<file path="src/rtl/sprite_hit_timer_pkg.sv">
// Shared sprite-vector definitions, also used by the sprite image selector and the sprite ROM address logic.
package sprite_hit_timer_pkg;
  localparam int N_SPRITES    = 14;
  localparam int SPRITE_VEC_W = N_SPRITES;

  typedef logic [SPRITE_VEC_W-1:0] sprite_vec_t;
endpackage

</file>
<file path="src/rtl/sprite_hold_counter.sv">
// One drum zone: hit edge detect, retrigger lockout, frame hold counter and accept pulse.
module sprite_hold_counter #(
  parameter int HOLD_FRAMES    = 30,
  parameter int LOCKOUT_FRAMES = 4
) (
  input  logic clk,
  input  logic reset,
  input  logic hit,
  input  logic frame_tick,
  output logic active,
  output logic hit_pulse
);
  localparam int CNT_W = $clog2(HOLD_FRAMES + 1);
  localparam logic [CNT_W-1:0] HOLD_VAL = CNT_W'(HOLD_FRAMES);
  localparam logic [CNT_W-1:0] ARM_MAX  = CNT_W'(HOLD_FRAMES - LOCKOUT_FRAMES);
  localparam logic [CNT_W-1:0] CNT_ONE  = CNT_W'(1);

  logic [CNT_W-1:0] cnt_q, cnt_d;
  logic             hit_prev_q, hit_prev_d;
  logic             pulse_q, pulse_d;
  logic             acc;

  // A fresh accept reloads the counter even on a frame tick, so it wins over the decrement.
  always_comb begin
    hit_prev_d = hit;
    acc        = hit & ~hit_prev_q & (cnt_q <= ARM_MAX);
    pulse_d    = acc;
    cnt_d      = cnt_q;
    if (acc) begin
      cnt_d = HOLD_VAL;
    end else if (frame_tick && (cnt_q != '0)) begin
      cnt_d = cnt_q - CNT_ONE;
    end
  end

  // The edge history keeps tracking hit through reset so a held zone cannot fire on release.
  always_ff @(posedge clk) begin
    hit_prev_q <= hit_prev_d;
    if (reset) begin
      cnt_q   <= '0;
      pulse_q <= 1'b0;
    end else begin
      cnt_q   <= cnt_d;
      pulse_q <= pulse_d;
    end
  end

  assign active    = (cnt_q != '0);
  assign hit_pulse = pulse_q;
endmodule

</file>
<file path="src/rtl/sprite_hit_timer.sv">
// Turns per-zone drum hits into a frame-aligned registered sprite-active vector.
module sprite_hit_timer
  import sprite_hit_timer_pkg::*;
#(
  parameter int HOLD_FRAMES    = 30,
  parameter int LOCKOUT_FRAMES = 4
) (
  input  logic                 clk,
  input  logic                 reset,
  input  logic [N_SPRITES-1:0] hit,
  input  logic                 frame_tick,
  output logic [N_SPRITES-1:0] sprites,
  output logic [N_SPRITES-1:0] hit_pulse,
  output logic                 any_active
);
  sprite_vec_t active;
  sprite_vec_t sprites_q, sprites_d;
  logic        any_active_q, any_active_d;

  for (genvar i = 0; i < N_SPRITES; i++) begin : g_zone
    sprite_hold_counter #(
      .HOLD_FRAMES   (HOLD_FRAMES),
      .LOCKOUT_FRAMES(LOCKOUT_FRAMES)
    ) u_zone (
      .clk       (clk),
      .reset     (reset),
      .hit       (hit[i]),
      .frame_tick(frame_tick),
      .active    (active[i]),
      .hit_pulse (hit_pulse[i])
    );
  end

  // Sample the pre-update counts only at frame boundaries so the picture never tears.
  always_comb begin
    sprites_d    = sprites_q;
    any_active_d = any_active_q;
    if (frame_tick) begin
      sprites_d    = active;
      any_active_d = |active;
    end
  end

  always_ff @(posedge clk) begin
    if (reset) begin
      sprites_q    <= '0;
      any_active_q <= 1'b0;
    end else begin
      sprites_q    <= sprites_d;
      any_active_q <= any_active_d;
    end
  end

  assign sprites    = sprites_q;
  assign any_active = any_active_q;
endmodule

</file>
<file path="config.mk">
export PLATFORM = sky130hd
export DESIGN_NAME = sprite_hit_timer
export DESIGN_NICKNAME = d
export VERILOG_FILES = /design/src/rtl/sprite_hit_timer_pkg.sv /design/src/rtl/sprite_hold_counter.sv /design/src/rtl/sprite_hit_timer.sv
export SDC_FILE = /design/constraint.sdc
export NUM_CORES = 1
export LEC_CHECK = 0
export BUFFER_PORTS_ARGS = -buffer_cell sky130_fd_sc_hd__buf_2
export CAP_MARGIN = 10
export CORE_MARGIN = 1.5
export CORE_UTILIZATION = 55
export CTS_CLUSTER_SIZE = 25
export DETAILED_ROUTE_END_ITERATION = 10
export GPL_ROUTABILITY_DRIVEN = 0
export PLACE_DENSITY_LB_ADDON = 0.15
export SETUP_SLACK_MARGIN = 0.3
export SYNTH_ARGS = -nofsm -noshare
export SYNTH_HDL_FRONTEND = slang
export SYNTH_SLANG_ARGS = --single-unit
</file>
<file path="constraint.sdc">
create_clock -name clk -period 5 [get_ports clk]
set_input_delay 0.75 -clock clk [delete_from_list [all_inputs] [get_ports clk]]
set_output_delay 0.75 -clock clk [all_outputs]
set_load 0.01 [all_outputs]
</file>
==> results.md <==
* ANT cells at 0
* Clk_skew at 0.0120 ns
* DIE AREA at 9690 um^2
* Most used cell, CP: a21oi_1
* Simple-Gate Fraction of Synth Area at 21.3%
* Period utilization at 43.9%
* Cell Pwr Density at 479 nW/um^2
* I/O pins at 46
* Number of global-route vias before repair at 3,658
* Status: completed
* CP arrival at 2.63 ns
* Synth-to-layout area growth at 15.4%
* Crit path from: frame_tick
* Drt pass-1 iters at 5
* NumNets Final at 611
* # rows at 34
* Via density at 5.53
* Starting Density at 57.2%
* Switching share of power at 27.3%
* Die H at 98.4 um
* Layout cell share with drive strength beyond 1 at 16.6%
* Global-route wire length before repair at 16,400 um
* Hold path startpoint: hit[3]
* Synth warn at 0
* #FFs+latches synth at 113
* Synthesized area per cell at 9.41 um^2
* Worst-path clk slew at 0.06 ns
* Via count at 3,793
* Number of synthesized flops with an enable pin at 0
* Crit path capture type: register
* P_int at 0.00201 W
* Hold_buf cts at 0
* WL/cell at 13.9 um
* Slew Viols, Final at 0
* RSZ-0062 raised after global routing: false
* CTS resizes at 0
* Nets in the synthesized netlist at 577
* Static Leak at 2.42 nW
* GRT Residual Overflow at 0
* Flop pwr share at 40.1%
* Syn Inst Count at 532
* R2r setup slk at 3.14 ns
* Non-Filler Instances at 686
* Peak supply drop at 0.214 mV
* Root Buffer: clkbuf_8
* Horiz. Die Dim at 98.4 um
* Clock power share at 42.1%
* CP max stage delay at 0.84 ns
* Worst R2R Path Depth at 6
* Hold Crit Class: input port to register
* CP Data Required Time at 5.43 ns
* Largest net degree at the start of global routing at 66
* Relative slew margins at 24.3%
* Largest area contributor in the netlist: dfxtp_1
* Slowest cell on the critical path: buf_2
* Final Hold Viols at 0
* Initial drt markers at 137
* Compound-Gate Fraction of Synth Area at 14.0%
* Capture point of the worst reg-to-reg path: any_active
* Area of the core at 8760 um^2
* Synth top area share at 45.2%
* Min Hold Slack at 0.350 ns
* Max-capacitance violation count at 0
* Highest Clock Rate at 456 MHz
* Post-synth ARST share at 0%
* Post-CTS setup buffer count at 0
* Gr usage total at 20.9%
* Clock latency on the worst-skew pair at 0.51 ns
* Minimum clock period at 2.19 ns
* CP Max Fanout at 65
* Post-route ant nets at 0
* Setup crit end: g_zone[1].u_zone.cnt_q[3]
* R2R Path Start: g_zone[6].u_zone.cnt_q[0]
* Placed Instances at 655
* # setup viols final at 0
* Port bufs at 45
* Mux cell area share after synthesis at 2.47%
* Clock Path Buffers at 2
* Main combinational cell family by area after synthesis: simple AND/OR/NAND/NOR gates
* Post-Syn Area at 5010 um^2
* Synth Flop Type: dfxtp_1
* Comb pwr share at 17.8%
* CP Cell Sequence: buf_2 -> or4b_2 -> nor3_1 -> a21oi_1 -> a21oi_1
* Cts bufs inserted at 17
* Ranking of synthesized cells by area: dfxtp_1, ha_1, a21oi_1
* Clk sinks at 113
* Slew @ Worst Pin at 1.13 ns
* Dpl hpwl at 6140 um
* Total Wirelength at 9540 um
* H-tree level count at 4
* Top cells by count, synth: dfxtp_1, a21oi_1, nand2_1
* Most numerous cell in the Yosys netlist: dfxtp_1
* Sequential area share after synthesis at 45.2%
* Post-Synth XOR/XNOR Area at 4.37%
* Setup TNS at 0 ns
* Initial antenna violation count at 0
* Drt drc at 0
* Post-Synth Adder-Cell Area at 6.99%
* Psw at 0.000757 W
* CP Launch Type: input port
* CTS tree: done
* Critical path class: input port to register
* Synth unique cells at 37
==> final cells by class <==
type | instances | area, um^2
Multi-Input combinational cell | 358 | 2460
Fill cell | 716 | 2980
Clock buffer | 21 | 439
Inverter | 29 | 109
Clock inverter | 10 | 136
Timing Repair Buffer | 47 | 240
Sequential cell | 113 | 2260
Tap cell | 108 | 135
==> power by group through the flow <==
stage / sequential (W) / combinational [W] / clock, W
2_1_floorplan: 0.00111 / 0.000385 / 0
3_3_place_gp: 0.00112 / 0.000467 / 0
3_5_place_dp: 0.00113 / 0.000486 / 0
4_1_cts: 0.00111 / 0.000497 / 0.00119
5_1_grt: 0.00113 / 0.000562 / 0.00123
6_report: 0.00111 / 0.000492 / 0.00117
==> layout by cell type (no fill, tap or decap), types with 4 or more instances in the layout <==
| master | netlist | layout |
|---|---|---|
| a211oi_1 | 9 | 9 |
| a21oi_1 | 67 | 67 |
| a31oi_1 | 7 | 7 |
| and3b_1 | 15 | 15 |
| buf_2 | 4 | 45 |
| clkbuf_16 | 0 | 16 |
| dfxtp_1 | 113 | 113 |
| ha_1 | 28 | 28 |
| inv_1 | 29 | 29 |
| mux2_2 | 11 | 11 |
| nand2_1 | 33 | 33 |
| nand2b_1 | 7 | 7 |
| nand3_1 | 11 | 11 |
| nand3b_1 | 14 | 14 |
| nor2_1 | 27 | 27 |
| nor2b_1 | 14 | 14 |
| nor3_1 | 24 | 24 |
| nor4_1 | 4 | 4 |
| nor4b_1 | 9 | 9 |
| o211ai_1 | 14 | 14 |
| o31ai_1 | 14 | 14 |
| or4b_1 | 8 | 8 |
| xnor2_1 | 14 | 14 |
| xor2_1 | 11 | 11 |
==> cells by family after synthesis <==
family | count (synthesis)
simple gates | 178
compound gates | 116
flops | 113
buf+inv | 61
fa+ha+maj | 28
xor+xnor | 25
mux | 11
==> through the flow <==
step	total power, W	setup slack, ns	instance area (um^2)	util, %
floorplan	0.00150	3.27	5010	-
global placement	0.00159	2.33	5210	59.4
detailed placement	0.00161	2.28	5210	59.4
CTS	0.00280	2.83	5780	66.0
global route	0.00292	2.64	5780	66.0
finish	0.00277	2.81	5780	66.0
==> registers in the layout, summed over array words and instances, names as in the netlist <==
| signal | cells |
|---|---|
| any_active | 1 |
| g_zone.u_zone.cnt_q | 70 |
| sprites | 14 |
| g_zone.u_zone.hit_prev_q | 14 |
| g_zone.u_zone.hit_pulse | 14 |
==> critical path: cells and delay by family <==
| kind | cells | cell delay, ns |
|---|---|---|
| buf+inv | 1 | 0.84 |
| simple gates | 2 | 0.82 |
| compound gates | 2 | 0.21 |
==> metal layers <==
layer	wire (um)	global-route usage, %	up-vias
met2	4600	34.5	55
met1	4480	25.4	1783
met5	0	0	-
met3	320	6.31	12
li1	-	-	1943
met4	139	8.78	0
==> worst min path at each step <==
stage | endpoint | slack (ns) | cells past startpoint
final | g_zone[3].u_zone.hit_prev_q | 0.35 | 1
after global routing | g_zone[8].u_zone.hit_prev_q | 0.33 | 1
after CTS | g_zone[3].u_zone.hit_prev_q | 0.33 | 1
after detailed placement | sprites[2] | 0.48 | 2
after global placement | sprites[1] | 0.47 | 2
after floorplan | g_zone[10].u_zone.cnt_q[4] | 0.46 | 2
Power figures use the tool's default switching activity.
